--- src/rtl/pt_pkg.sv ---
// ---------------------------------------------------------------------------
// pt_pkg
// Shared definitions for the page_table_param block: FSM state encoding,
// walk-latency range limits, counter widths and a helper that turns a
// walk latency into the value loaded into the walk down-counter.
// ---------------------------------------------------------------------------
package pt_pkg;

  // Lookup FSM states
  typedef enum logic [1:0] {
    ST_IDLE = 2'd0,
    ST_WALK = 2'd1,
    ST_DONE = 2'd2
  } pt_state_e;

  // Legal walk latency range; the walk counter is 4 bits wide
  localparam int unsigned LAT_MIN = 32'd1;
  localparam int unsigned LAT_MAX = 32'd15;
  localparam int unsigned CNT_W   = 32'd4;
  localparam int unsigned FCNT_W  = 32'd8;

  // Counter load value for a given latency. Out-of-range latencies are
  // clamped into [LAT_MIN, LAT_MAX] so the counter can never wrap.
  function automatic logic [CNT_W-1:0] walk_load(input int unsigned lat);
    int unsigned lat_c;
    if (lat < LAT_MIN) begin
      lat_c = LAT_MIN;
    end else if (lat > LAT_MAX) begin
      lat_c = LAT_MAX;
    end else begin
      lat_c = lat;
    end
    return CNT_W'(lat_c - 32'd1);
  endfunction

endpackage

--- src/rtl/page_table_param_if.sv ---
// ---------------------------------------------------------------------------
// page_table_param_if
// Bundles the lookup handshake, the insert/flush write port and the fault
// counter of page_table_param.
//   master : requester side (drives lookups, inserts, flush)
//   slave  : page table side (returns COMPLETE/RETURN/FAULT and FAULT_CNT)
// ---------------------------------------------------------------------------
interface page_table_param_if
  import pt_pkg::*;
#(
  parameter int IDX_W   = 5,
  parameter int ENTRY_W = 10
);
  logic                LOOKUP_RQST;
  logic [IDX_W-1:0]    LOOKUP_ADDR;
  logic                LOOKUP_COMPLETE;
  logic [ENTRY_W-1:0]  LOOKUP_RETURN;
  logic                LOOKUP_FAULT;
  logic                PT_INSERT_RQST;
  logic [IDX_W-1:0]    PT_INSERT_INDX;
  logic [ENTRY_W-1:0]  PT_INSERT_ENTRY;
  logic                PT_FLUSH;
  logic [FCNT_W-1:0]   FAULT_CNT;

  modport master (
    output LOOKUP_RQST, LOOKUP_ADDR,
    output PT_INSERT_RQST, PT_INSERT_INDX, PT_INSERT_ENTRY, PT_FLUSH,
    input  LOOKUP_COMPLETE, LOOKUP_RETURN, LOOKUP_FAULT, FAULT_CNT
  );

  modport slave (
    input  LOOKUP_RQST, LOOKUP_ADDR,
    input  PT_INSERT_RQST, PT_INSERT_INDX, PT_INSERT_ENTRY, PT_FLUSH,
    output LOOKUP_COMPLETE, LOOKUP_RETURN, LOOKUP_FAULT, FAULT_CNT
  );
endinterface

--- src/rtl/pt_storage.sv ---
// ---------------------------------------------------------------------------
// pt_storage
// Page-table storage: payload array plus one valid bit per entry.
//   clk, rst     : clock, asynchronous active-high reset (valid bits only)
//   wr_en_i      : write strobe; writes payload and sets the valid bit
//   wr_idx_i     : write index
//   wr_data_i    : write payload
//   flush_i      : clears every valid bit; a same-cycle write still lands
//   rd_idx_i     : asynchronous read index
//   rd_data_o    : payload at rd_idx_i
//   rd_valid_o   : valid bit at rd_idx_i
// ---------------------------------------------------------------------------
module pt_storage #(
  parameter int IDX_W   = 5,
  parameter int ENTRY_W = 10
) (
  input  logic               clk,
  input  logic               rst,
  input  logic               wr_en_i,
  input  logic [IDX_W-1:0]   wr_idx_i,
  input  logic [ENTRY_W-1:0] wr_data_i,
  input  logic               flush_i,
  input  logic [IDX_W-1:0]   rd_idx_i,
  output logic [ENTRY_W-1:0] rd_data_o,
  output logic               rd_valid_o
);
  localparam int DEPTH = 1 << IDX_W;

  logic [ENTRY_W-1:0] mem_q [DEPTH];
  logic [DEPTH-1:0]   valid_q;
  logic [DEPTH-1:0]   valid_d;

  // Payload array; not reset since validity is tracked separately
  always_ff @(posedge clk) begin
    if (wr_en_i) begin
      mem_q[wr_idx_i] <= wr_data_i;
    end else begin
      mem_q[wr_idx_i] <= mem_q[wr_idx_i];
    end
  end

  // Next valid vector: flush first, then the insert sets its own bit
  always_comb begin
    valid_d = valid_q;
    if (flush_i) begin
      valid_d = {DEPTH{1'b0}};
    end else begin
      valid_d = valid_q;
    end
    if (wr_en_i) begin
      valid_d[wr_idx_i] = 1'b1;
    end else begin
      valid_d[wr_idx_i] = valid_d[wr_idx_i];
    end
  end

  // Valid-bit register
  always_ff @(posedge clk or posedge rst) begin
    if (rst) begin
      valid_q <= {DEPTH{1'b0}};
    end else begin
      valid_q <= valid_d;
    end
  end

  assign rd_data_o  = mem_q[rd_idx_i];
  assign rd_valid_o = valid_q[rd_idx_i];

endmodule

--- src/rtl/page_table_param.sv ---
// ---------------------------------------------------------------------------
// page_table_param
// Fixed-latency page-table lookup. A request accepted in IDLE walks for
// LATENCY cycles and then pulses LOOKUP_COMPLETE with the payload or a
// fault. Inserts and flushes are accepted at any time; an insert to the
// index being looked up on the result edge is forwarded (write-first).
//   clk, rst : clock, asynchronous active-high reset
//   bus      : page_table_param_if slave modport (lookup, insert, flush,
//              result and FAULT_CNT)
// ---------------------------------------------------------------------------
module page_table_param
  import pt_pkg::*;
#(
  parameter int IDX_W   = 5,
  parameter int ENTRY_W = 10,
  parameter int LATENCY = 3
) (
  input  logic                  clk,
  input  logic                  rst,
  page_table_param_if.slave     bus
);
  localparam logic [CNT_W-1:0] LOAD_VAL = walk_load(LATENCY);

  pt_state_e            state_q, state_d;
  logic [CNT_W-1:0]     cnt_q, cnt_d;
  logic [IDX_W-1:0]     addr_q, addr_d;

  logic                 complete_q;
  logic [ENTRY_W-1:0]   ret_q;
  logic                 fault_q;
  logic [FCNT_W-1:0]    fcnt_q;

  logic                 enter_done_s;
  logic [ENTRY_W-1:0]   rd_data_s;
  logic                 rd_valid_s;
  logic [ENTRY_W-1:0]   res_ret_s;
  logic                 res_fault_s;

  pt_storage #(
    .IDX_W   (IDX_W),
    .ENTRY_W (ENTRY_W)
  ) u_storage (
    .clk        (clk),
    .rst        (rst),
    .wr_en_i    (bus.PT_INSERT_RQST),
    .wr_idx_i   (bus.PT_INSERT_INDX),
    .wr_data_i  (bus.PT_INSERT_ENTRY),
    .flush_i    (bus.PT_FLUSH),
    .rd_idx_i   (addr_d),
    .rd_data_o  (rd_data_s),
    .rd_valid_o (rd_valid_s)
  );

  // FSM next state, walk counter and captured index
  always_comb begin
    state_d = state_q;
    cnt_d   = cnt_q;
    addr_d  = addr_q;
    case (state_q)
      ST_IDLE: begin
        if (bus.LOOKUP_RQST) begin
          addr_d = bus.LOOKUP_ADDR;
          cnt_d  = LOAD_VAL;
          if (LOAD_VAL == {CNT_W{1'b0}}) begin
            state_d = ST_DONE;
          end else begin
            state_d = ST_WALK;
          end
        end else begin
          state_d = ST_IDLE;
        end
      end
      ST_WALK: begin
        // Leave on the edge where the counter reaches zero, so DONE is
        // entered LATENCY-1 edges after the accepting edge.
        cnt_d = cnt_q - {{(CNT_W-1){1'b0}}, 1'b1};
        if (cnt_q <= {{(CNT_W-1){1'b0}}, 1'b1}) begin
          cnt_d   = {CNT_W{1'b0}};
          state_d = ST_DONE;
        end else begin
          state_d = ST_WALK;
        end
      end
      ST_DONE: begin
        cnt_d   = {CNT_W{1'b0}};
        state_d = ST_IDLE;
      end
      default: begin
        cnt_d   = {CNT_W{1'b0}};
        state_d = ST_IDLE;
      end
    endcase
  end

  assign enter_done_s = (state_d == ST_DONE) && (state_q != ST_DONE);

  // Lookup result: same-edge insert wins, then flush, then stored entry
  always_comb begin
    res_ret_s   = {ENTRY_W{1'b0}};
    res_fault_s = 1'b0;
    if (bus.PT_INSERT_RQST && (bus.PT_INSERT_INDX == addr_d)) begin
      res_ret_s   = bus.PT_INSERT_ENTRY;
      res_fault_s = 1'b0;
    end else if (bus.PT_FLUSH) begin
      res_ret_s   = {ENTRY_W{1'b0}};
      res_fault_s = 1'b1;
    end else if (rd_valid_s) begin
      res_ret_s   = rd_data_s;
      res_fault_s = 1'b0;
    end else begin
      res_ret_s   = {ENTRY_W{1'b0}};
      res_fault_s = 1'b1;
    end
  end

  // FSM state, counter and captured index registers
  always_ff @(posedge clk or posedge rst) begin
    if (rst) begin
      state_q <= ST_IDLE;
      cnt_q   <= {CNT_W{1'b0}};
      addr_q  <= {IDX_W{1'b0}};
    end else begin
      state_q <= state_d;
      cnt_q   <= cnt_d;
      addr_q  <= addr_d;
    end
  end

  // Result registers; all zero outside the DONE cycle
  always_ff @(posedge clk or posedge rst) begin
    if (rst) begin
      complete_q <= 1'b0;
      ret_q      <= {ENTRY_W{1'b0}};
      fault_q    <= 1'b0;
    end else if (enter_done_s) begin
      complete_q <= 1'b1;
      ret_q      <= res_ret_s;
      fault_q    <= res_fault_s;
    end else begin
      complete_q <= 1'b0;
      ret_q      <= {ENTRY_W{1'b0}};
      fault_q    <= 1'b0;
    end
  end

  // Saturating fault counter, stepped once per faulted DONE cycle
  always_ff @(posedge clk or posedge rst) begin
    if (rst) begin
      fcnt_q <= {FCNT_W{1'b0}};
    end else if (complete_q && fault_q && (fcnt_q != {FCNT_W{1'b1}})) begin
      fcnt_q <= fcnt_q + {{(FCNT_W-1){1'b0}}, 1'b1};
    end else begin
      fcnt_q <= fcnt_q;
    end
  end

  assign bus.LOOKUP_COMPLETE = complete_q;
  assign bus.LOOKUP_RETURN   = ret_q;
  assign bus.LOOKUP_FAULT    = fault_q;
  assign bus.FAULT_CNT       = fcnt_q;

endmodule

--- src/flat_wrapper.sv ---
// flat-port wrapper written by rule: the top's interface ports become plain ports
module page_table_param_flat import pt_pkg::*;
#(
  parameter int IDX_W   = 5,
  parameter int ENTRY_W = 10,
  parameter int LATENCY = 3
)
  (clk, rst, bus_LOOKUP_RQST, bus_LOOKUP_ADDR, bus_PT_INSERT_RQST, bus_PT_INSERT_INDX, bus_PT_INSERT_ENTRY, bus_PT_FLUSH, bus_LOOKUP_COMPLETE, bus_LOOKUP_RETURN, bus_LOOKUP_FAULT, bus_FAULT_CNT);
  page_table_param_if #(.IDX_W(IDX_W), .ENTRY_W(ENTRY_W)) bus_i ();
  input  logic clk;
  input  logic rst;
  input wire logic [$bits(bus_i.LOOKUP_RQST)-1:0] bus_LOOKUP_RQST;
  input wire logic [$bits(bus_i.LOOKUP_ADDR)-1:0] bus_LOOKUP_ADDR;
  input wire logic [$bits(bus_i.PT_INSERT_RQST)-1:0] bus_PT_INSERT_RQST;
  input wire logic [$bits(bus_i.PT_INSERT_INDX)-1:0] bus_PT_INSERT_INDX;
  input wire logic [$bits(bus_i.PT_INSERT_ENTRY)-1:0] bus_PT_INSERT_ENTRY;
  input wire logic [$bits(bus_i.PT_FLUSH)-1:0] bus_PT_FLUSH;
  output wire logic [$bits(bus_i.LOOKUP_COMPLETE)-1:0] bus_LOOKUP_COMPLETE;
  output wire logic [$bits(bus_i.LOOKUP_RETURN)-1:0] bus_LOOKUP_RETURN;
  output wire logic [$bits(bus_i.LOOKUP_FAULT)-1:0] bus_LOOKUP_FAULT;
  output wire logic [$bits(bus_i.FAULT_CNT)-1:0] bus_FAULT_CNT;
  assign bus_i.LOOKUP_RQST = bus_LOOKUP_RQST;
  assign bus_i.LOOKUP_ADDR = bus_LOOKUP_ADDR;
  assign bus_i.PT_INSERT_RQST = bus_PT_INSERT_RQST;
  assign bus_i.PT_INSERT_INDX = bus_PT_INSERT_INDX;
  assign bus_i.PT_INSERT_ENTRY = bus_PT_INSERT_ENTRY;
  assign bus_i.PT_FLUSH = bus_PT_FLUSH;
  assign bus_LOOKUP_COMPLETE = bus_i.LOOKUP_COMPLETE;
  assign bus_LOOKUP_RETURN = bus_i.LOOKUP_RETURN;
  assign bus_LOOKUP_FAULT = bus_i.LOOKUP_FAULT;
  assign bus_FAULT_CNT = bus_i.FAULT_CNT;
  page_table_param #(.IDX_W(IDX_W), .ENTRY_W(ENTRY_W), .LATENCY(LATENCY)) u_core (.clk(clk), .rst(rst), .bus(bus_i));
endmodule
--- config.mk ---
export PLATFORM = sky130hd
export DESIGN_NAME = page_table_param_flat
export DESIGN_NICKNAME = d
export VERILOG_FILES = /design/src/rtl/pt_pkg.sv /design/src/rtl/page_table_param_if.sv /design/src/rtl/pt_storage.sv /design/src/rtl/page_table_param.sv /design/src/flat_wrapper.sv
export SDC_FILE = /design/constraint.sdc
export NUM_CORES = 1
export LEC_CHECK = 0
export ABC_AREA = 1
export CAP_MARGIN = 30
export CELL_PAD_IN_SITES_DETAIL_PLACEMENT = 0
export CELL_PAD_IN_SITES_GLOBAL_PLACEMENT = 1
export CORE_MARGIN = 1.5
export CORE_UTILIZATION = 35
export DETAILED_ROUTE_END_ITERATION = 6
export PLACE_DENSITY_LB_ADDON = 0.1
export SLEW_MARGIN = 20
export SYNTH_ARGS = -nofsm -noshare
export SYNTH_HDL_FRONTEND = slang
export SYNTH_HIERARCHICAL = 1
export SYNTH_SLANG_ARGS = --single-unit
--- constraint.sdc ---
create_clock -name clk -period 3.35 [get_ports clk]
set_clock_uncertainty 0.1 [all_clocks]
set_input_delay 0.67 -clock clk [delete_from_list [all_inputs] [get_ports clk]]
set_output_delay 0.67 -clock clk [all_outputs]
set_load 0.005 [all_outputs]
# Word-level counts from Yosys, hierarchy flattened
# Memories as Yosys holds them, arrays and structs flattened.
# Index checks and enable logic that the tools add are counted.
# word_totals
register_bits,63
ramBits,320
in_bits,25
out_inout_bits,20
elab_cells,61
memories,1
# classes
add_sub_neg,2
n_lt_le_gt_ge,4
n_eq_ne,7
n_mux,30
bitwise,2
reduce_logical,7
# memory_table
name,words,width,rd,rd_clocked_by_memory_dff,wr,line_no,text
u_core.u_storage.mem_q,32,10,1,0,1,pt_storage.sv:29,logic [ENTRY_W-1:0] mem_q [DEPTH];
# ops
operator,count
32-bit two-way mux,2
10-bit two-way mux,5
32-bit bitwise mux,1
32-bit bitwise OR,1
5-bit by 6-bit less-than comparator with 1-bit output (second input constant),2
1-bit two-way mux,12
1-bit binary-select mux with 5-bit select,2
5-bit two-way mux,2
8-bit by 1-bit adder with 8-bit output (second input constant),1
4-bit two-way mux,2
8-bit inequality test (second input constant),1
4-bit case mux with 2 select lines,1
1-bit demux with 5-bit select,1
5-bit equality test,1
5-bit by 1-bit >= comparator with 1-bit output (second input constant),1
1-bit logical AND,5
4-bit by 1-bit less-or-equal comparator with 1-bit output (second input constant),1
2-bit inequality test (second input constant),2
2-bit case mux with 2 select lines,1
4-bit by 1-bit subtractor with 4-bit output (second input constant),1
2-bit by 1-bit equality test with 1-bit output (second input constant),1
2-bit equality test (second input constant),1
2-bit logical NOT,1
2-bit two-way mux,1
3 further kinds,3

# Longest topological paths before layout
# Gate-level depths: netlist (run 1).
# logic_depth
ltp_word,8
depth_mapped,24
depth_no_buf,19

# Modules after synthesis
# Netlist (run 1), hierarchy kept.
# modules_own_cells
mod,n_inst,cells_each,area_per_inst_um2,seq_area_each_um2
pt_storage,1,1347,14769.2,10410.0
page_table_param,1,215,1725.4,775.7

# Least setup slack after synthesis (run 1)
# No wires, ideal clock.
# synth_path
path_type,input-to-reg
startpoint,input port bus_LOOKUP_RQST
endpoint,"register u_core.ret_q[3], in the netlist u_core/bus.LOOKUP_RETURN[3]"
setup_time_ns,0.071
arrival_ns,2.560
required_ns,3.179
slack_ns,0.619
stages,23
path_buffers,5
cell_sequence,nand2_2 -> buf_4 -> nand2_1 -> nand2_1 -> inv_1 -> buf_4 -> inv_4 -> buf_4 -> buf_4 -> nand3_1 -> nand3_1 -> nand2_1 -> nand2_1 -> nand2_1 -> nand2_1 -> nand2_1 -> inv_1 -> nor2_1 -> clkbuf_1 -> nand2_1 -> nand2_2 -> nand2_1 -> nor2_1
# synth_between
elab_chain_len,8
elab_cells_between_ends,15
cone_classes,2 x eq/ne; 10 x mux; 2 x reduce/logical; 1 x memory
# synth_lines
item,line_no,text
from (decl),flat_wrapper.sv:12,input wire logic [$bits(bus_i.LOOKUP_RQST)-1:0] bus_LOOKUP_RQST;
5-bit two-way mux,page_table_param.sv:61,if (bus.LOOKUP_RQST) begin
5-bit two-way mux,page_table_param.sv:59,case (state_q)
via u_core.addr_d[1],page_table_param.sv:26,"logic [IDX_W-1:0] addr_q, addr_d;"
1-bit binary-select mux with 5-bit select,pt_storage.sv:67,assign rd_valid_o = valid_q[rd_idx_i];
1-bit two-way mux (not written as such),pt_storage.sv:67,
via u_core.rd_valid_s,page_table_param.sv:35,logic rd_valid_s;
10-bit two-way mux,page_table_param.sv:107,end else if (rd_valid_s) begin
10-bit two-way mux,page_table_param.sv:104,end else if (bus.PT_FLUSH) begin
10-bit two-way mux,page_table_param.sv:101,if (bus.PT_INSERT_RQST && (bus.PT_INSERT_INDX == addr_d)) begin
10-bit two-way mux,page_table_param.sv:135,end else if (enter_done_s) begin
to (signal assigned),page_table_param.sv:133,ret_q <= {ENTRY_W{1'b0}};
to (signal assigned),page_table_param.sv:137,ret_q <= res_ret_s;
to (signal assigned),page_table_param.sv:141,ret_q <= {ENTRY_W{1'b0}};
to (decl),page_table_param.sv:29,logic [ENTRY_W-1:0] ret_q;
# The timed path passes the listed nets, and every way through them passes these cells. The select of a mux whose other input is x is not followed.
# A chain may end at the register's enable or synchronous reset.

# Worst setup path in the final report (run 1)
# layout_path
startpoint,register u_core.state_q[1]
endpoint,"register u_core.ret_q[7], in the netlist u_core/bus.LOOKUP_RETURN[7]"
# layout_between
elab_chain_len,8
elab_cells_between_ends,16
cone_classes,4 x eq/ne; 8 x mux; 3 x reduce/logical; 1 x memory
# layout_lines
item,line_no,text
from (decl),page_table_param.sv:24,"pt_state_e state_q, state_d;"
from (signal assigned),page_table_param.sv:123,state_q <= state_d;
2-bit logical NOT,page_table_param.sv:59,
5-bit two-way mux,page_table_param.sv:59,
via u_core.addr_d[0],page_table_param.sv:26,
1-bit binary-select mux with 5-bit select,pt_storage.sv:67,
1-bit two-way mux (not written as such),pt_storage.sv:67,
via u_core.rd_valid_s,page_table_param.sv:35,
10-bit two-way mux,page_table_param.sv:107,
10-bit two-way mux,page_table_param.sv:104,
10-bit two-way mux,page_table_param.sv:101,
10-bit two-way mux,page_table_param.sv:135,
# The timed path passes the listed nets, and every way through them passes these cells. The select of a mux whose other input is x is not followed.

==> metrics, run 1 <==
min cycle time layout 2.88 ns; vias in the first global route 11396; vias 11507; Setup-failing EPs final 0; Max-Slew Margin vs Limit 44.0%; pin count of the biggest net entering global routing 65; fmax 0.348 GHz; HP Class reg -> reg; synthesis warning total 6; ANT nets after route 0; average size of a mapped cell around 11 um2; placed insts roughly 2200; RD Place Congestion 0.802; placed inst area 18300 um2; clock latency at the later pin of the worst-skew pair 0.57 ns; share of layout cells above drive strength 1 between 10% and 20%; cells after synthesis 1562; top area cells in the synthesized netlist edfxtp_1 (58%), nand2_1 (14%), dfrtp_1 (9.6%), nand3_1 (8.4%), nor2_1 (1.3%); routed length per instance about 21 um; final wirelength 48800 um; CTS tree done; Starting DRT DRC Count 875; number of remaining DRC errors 0; worst hold endpoint u_core/u_storage/valid_q[18]; CTS sink count around 380; sequential share of the synthesized area 67.8%; Ports 45; fill cell count 4516; FF-to-FF setup slack 0.47 ns; Yosys cell types 32; first-pass GRT wire length 72800 um; TNS Setup 0 ns; CP Capture Type register; Row Count 79; post-route insts no fill roughly 2300; design area 19600 um2; CTS Buf Count 43; area leader, netlist edfxtp_1; Lkg Pwr between 0.007 and 0.008 uW; Hold Path Cell Cnt 2; Final Max Tran Viols 0; r2r endpoint u_core/bus.LOOKUP_RETURN[7]; number of synthesized register bits roughly 380; Startpoint Class register; Worst R2R Path Depth 21; Mapped Area 16500 um2; CTS resizes 0; Fin. Hold Viols 0; CTS Hold Bufs 0; DP HPWL 30200 um; Req. time, crit path around 3.7 ns; core box area ~47000 um2; total gr overflow 0; CP Max Fanout 27; RR Startpoint u_core/state_q[1]; net count reported at finish 1697; initial antenna violation count 0; syn nets 1590; CP arrival roughly 3.3 ns; first drt pass iteration count 5; max-cap violations 0; most frequent cells in the layout nand2_1 (617), edfxtp_1 (320), nand3_1 (276), buf_4 (77), dfrtp_1 (63); Die ar. 48400 um2; P&R area growth vs syn 18.8%; slew at the pin closest to its max-slew limit 0.837 ns; number of I/O port buffers 44; H-tree depth 2; root buffer cell clkbuf_16; Overall Global Routing Usage 20.6%; Worst IR Drop VDD 0.547 mV; Initial Utilization 35.4%; RSZ-0062 raised after global routing no; clk slew on worst S/H paths around 0.06 ns; Final Cycle Share 85.9%; outcome finished, final reports clean; hold path start u_core/u_storage/valid_q[18]; DR vias/cell roughly 5.0; Power Density 848 nW/um2; commonest non-fill, non-tap cell in the layout nand2_1; deepest clock path buffer count 3; Fin Hold WS about 0.39 ns; Die W ~220 um; area share of the largest cell type after synthesis 58.3%; Crit Path Category reg -> reg; Post CTS Setup Buffer Count 0; die height approximately 220 um
## state kept, by name, indices dropped and copies added (netlist names)
register	cells
u_core/addr_q	5
u_core/bus.FAULT_CNT	8
u_core/bus.LOOKUP_RETURN	10
u_core/bus.LOOKUP_FAULT	1
u_core/bus.LOOKUP_COMPLETE	1
u_core/u_storage/mem_q	320
u_core/state_q	2
u_core/u_storage/valid_q	32
u_core/cnt_q	4
## per-layer routing
layer	routed length (um)	vias up	GRT usage [%]
met3	2310	56	3.22
li1	-	5512	-
met1	22800	5682	29.5
met2	22800	257	32.5
met5	0	-	0
met4	917	0	5.58
## worst max path at each step
stage	start	to	slack [ns]	cells after the start
6_report	u_core/state_q[1]	u_core/bus.LOOKUP_RETURN[7]	0.47	21
3_3_place_gp	bus_LOOKUP_RQST	u_core/bus.LOOKUP_RETURN[9]	-0.03	21
4_1_cts	u_core/state_q[1]	u_core/bus.LOOKUP_RETURN[6]	0.48	21
5_1_grt	u_core/state_q[1]	u_core/bus.LOOKUP_RETURN[9]	0.15	21
2_1_floorplan	bus_LOOKUP_RQST	u_core/bus.LOOKUP_RETURN[3]	0.62	23
3_5_place_dp	bus_LOOKUP_RQST	u_core/bus.LOOKUP_RETURN[6]	-0.04	21
## power by group
| group | leakage, uW | internal (uW) | switching (uW) |
|---|---|---|---|
| Sequential | 0.00374 | 5320 | 71.7 |
| Combinational | 0.00330 | 2280 | 4470 |
| Clock | 0.000652 | 2560 | 1920 |
## logic make-up after synthesis
family / after synthesis / share of synthesized area (%)
simple gates: 994 / 25.6
flops: 383 / 67.8
buf+inv: 136 / 4.72
compound gates: 38 / 1.20
xor+xnor: 8 / 0.425
fa+ha+maj: 3 / 0.228
## metrics by stage
step / power (uW) / utilization, % / worst slack (ns)
6_report: 16600 / 42.1 / 0.474
3_3_place_gp: 12400 / 39.3 / -0.0282
5_1_grt: 17600 / 42.1 / 0.149
2_1_floorplan: 9590 / - / 0.619
4_1_cts: 16800 / 42.1 / 0.476
3_5_place_dp: 12300 / 39.3 / -0.0356
## final cells by class
cell class,instances,area [um2],share of cell area (%)
sequential,383,11200,57.1
multi-input combinational,1043,4540,23.2
timing repair buffer,150,1600,8.16
clock buffer,57,1180,6.02
tap,607,759,3.87
inverter,48,189,0.964
clock inverter,22,146,0.747
antenna,1,2.50,0.0128
## cells in the mapped netlist
cell type,n
o221ai_1,1
xnor2_1,5
buf_1,8
nor2_4,2
xor2_1,3
o21ai_0,33
nor2_2,2
buf_6,18
nand2_1,619
edfxtp_1,320
nand3_1,276
a21oi_1,2
nand3_2,5
clkbuf_1,16
nand3_4,1
o211ai_1,1
buf_2,22
inv_1,44
inv_6,1
a31oi_1,1
nand4_1,9
inv_4,1
nor2_1,57
clkinv_1,2
nor3_1,11
buf_4,23
nand2_2,8
nor2_8,1
nand3b_1,3
dfrtp_1,63
ha_1,3
buf_8,1
## worst max-delay path: stages (launching register included)
cell     delay (ns)
dfrtp_1        0.41
nor2_2         0.22
buf_4          0.21
nand3_2        0.11
nand2_4        0.13
buf_12         0.20
buf_12         0.20
nand2_1        0.07
nand3_1        0.09
nand3_1        0.08
nand2_1        0.10
nand2_1        0.05
nand2_1        0.06
nand2_1        0.05
nand2_1        0.08
inv_1          0.05
nor2_1         0.08
buf_4          0.19
nand2_1        0.08
nand2_2        0.07
nand2_1        0.05
nor2_1         0.10
Power figures use the tool's default switching activity.
==> run 2: changes to the inputs <==
- ABC_AREA: 1 -> default
==> run 2 against run 1 <==
Design area fell by 1.4%; sequential share of layout area up 0.78 points; non-clock buffer count decreased by 2; die area decreased by 2.0%; largest cell class unchanged; highest routed layer unchanged.
==> metrics, run 2 <==
CTS Hold Bufs 0; Worst IR Drop VDD 0.299 mV; area share of the largest cell type after synthesis 59.5%; max-cap violations 0; commonest cells in the netlist edfxtp_1 (320), dfrtp_1 (63), mux4_2 (54), nor2_1 (45), mux4_1 (41); number of remaining DRC errors 0; Fin. Hold Viols 0; Max-Slew Margin vs Limit 45.7%; net count reported at finish between 1000 and 1500; DP HPWL between 20000 and 30000 um; number of synthesized register bits about 380; Ant. Diodes 0; register with the most flip-flops u_core/u_storage/mem_q; CTS resizes 0; slew at the pin closest to its max-slew limit 0.813 ns; RSZ-0062 raised after global routing no; top area cells in the synthesized netlist edfxtp_1 (59%), dfrtp_1 (9.8%), mux4_2 (7.5%), mux4_1 (6.7%), mux2i_1 (1.6%); pin count of the biggest net entering global routing 36; most frequent cells in the layout edfxtp_1 (320), buf_4 (93), dfrtp_1 (63), mux4_2 (54), clkbuf_16 (46); fill cell count roughly 4000; main combinational cell family by area after synthesis multiplexers; ys flop type edfxtp_1; Post CTS Setup Buffer Count 0; cells after synthesis 863; compound-cell area share of the yosys netlist between 5 and 6%; min cycle time layout between 3 and 4 ns; Lkg Pwr 0.00675 uW; Post-synth ARST share 16.4%; CTS sink count ~380; Final Cycle Share 96.8%; clk slew on worst S/H paths 0.05 ns; CTS tree done; root buffer cell clkbuf_16; DR vias/cell approximately 5.3; Synth Area in Simple Gates 4.92%; average size of a mapped cell between 15 and 20 um2; Final Max Tran Viols 0; most common cell in the netlist edfxtp_1; fmax slightly above 0.3 GHz; Setup WS pre-CTS -0.585 ns; final wirelength 40700 um; commonest non-fill, non-tap cell in the layout edfxtp_1; clock latency at the later pin of the worst-skew pair 0.57 ns; Layout Utilization between 40 and 50%; Die ar. about 47000 um2; CTS Buf Count 44; synthesis warning total 6; outcome finished, final reports clean; H-tree depth 2; Post-synth EDFFs 320; core box area 45500 um2; Post-Synth Adder-Cell Area less than 1%; post-route insts no fill 1640; share of layout cells above drive strength 1 26.8%; Ports 45; ANT nets after route 0; Crit Path Category in -> reg; deepest clock path buffer count 3; Starting DRT DRC Count 827; Initial Utilization a little over a third; first-pass GRT wire length 61100 um; routed length per instance 24.8 um; Power Density 751 nW/um2; Mapped Area 16200 um2; HP Class reg -> reg; Setup-failing EPs final 0; RD Place Congestion just under 0.8; vias 8655; sequential share of the synthesized area 69.2%; area leader, netlist edfxtp_1; PnR worst setup slack approximately 0.11 ns; vias in the first global route 9217; Req. time, crit path 3.68 ns; CP arrival between 3 and 4 ns; Startpoint Class primary input; placed insts around 1600; initial antenna violation count 0; P&R area growth vs syn 19.7%; total gr overflow 0; syn nets 891; Yosys cell types 68; die height between 200 and 250 um; Overall Global Routing Usage 17.6%; number of I/O port buffers between 40 and 50; CP Max Fanout 15; mux contribution to synthesized area 17.4%; first drt pass iteration count 5; Die W 218 um; Row Count 78; CP Capture Type register; fraction of synthesized cell area in xor and xnor cells 0.643%; max FFs per register 320
-- run 2: logic make-up after synthesis --
family	Yosys count
xor+xnor	11
buf+inv	59
compound gates	106
flops	383
fa+ha+maj	3
mux	144
simple gates	157
-- run 2: cell type report --
type / instances / area, um2 / share of cell area [%]
inverter: 9 / 41.3 / 0.214
clock buffer: 60 / 1220 / 6.33
sequential: 383 / 11200 / 57.8
tap: 600 / 751 / 3.88
multi-input combinational: 421 / 4600 / 23.8
timing repair buffer: 148 / 1360 / 7.03
clock inverter: 19 / 175 / 0.906
-- run 2: worst paths after layout --
check | from | end | slack (ns) | cells after the start
min | u_core/u_storage/valid_q[8] | u_core/u_storage/valid_q[8] | 0.38 | 1
max | bus_LOOKUP_RQST | u_core/bus.LOOKUP_RETURN[4] | 0.11 | 12
min in group asynchronous | rst | u_core/u_storage/valid_q[14] | 0.45 | 3
max reg2reg | u_core/state_q[1] | u_core/bus.LOOKUP_RETURN[4] | 0.21 | 11
max in group asynchronous | rst | u_core/u_storage/valid_q[26] | 2.36 | 3
min reg2reg | u_core/u_storage/valid_q[8] | u_core/u_storage/valid_q[8] | 0.38 | 1
-- run 2: where the power goes --
part / internal [uW] / switching [uW] / total, uW
clock: 2780 / 1890 / 4670
combinational: 2210 / 2200 / 4410
sequential: 5320 / 120 / 5440
-- run 2: stage by stage --
stage,hold WS (ns),cell area [um2],power [uW],setup TNS [ns]
floorplan,0.345,16200,8380,0
global placement,0.359,17900,9980,-4.38
detailed placement,0.366,17900,10000,-4.88
CTS,0.378,19300,14700,0
global route,0.406,19300,15200,0
finish,0.379,19300,14500,0
-- run 2: critical path, cell delays in order --
cell and delay [ns]:
clkdlybuf4s50_1 0.48, nor3b_4 0.28, mux2i_1 0.12, buf_4 0.16
inv_6 0.17, buf_12 0.18, buf_4 0.29, mux4_1 0.64
a211oi_2 0.32, a211oi_1 0.08, nand3_1 0.08, mux2i_1 0.09
-- run 2: layer usage --
layer | vias up | part of all wire, % | routed length [um] | GRT usage [%]
met5 | - | 0 | 0 | 0
met3 | 44 | 4.1 | 1690 | 3.22
met4 | 0 | 1.8 | 741 | 4.48
met1 | 4579 | 46 | 18600 | 24.3
li1 | 3831 | - | - | -
met2 | 201 | 48 | 19800 | 28.8
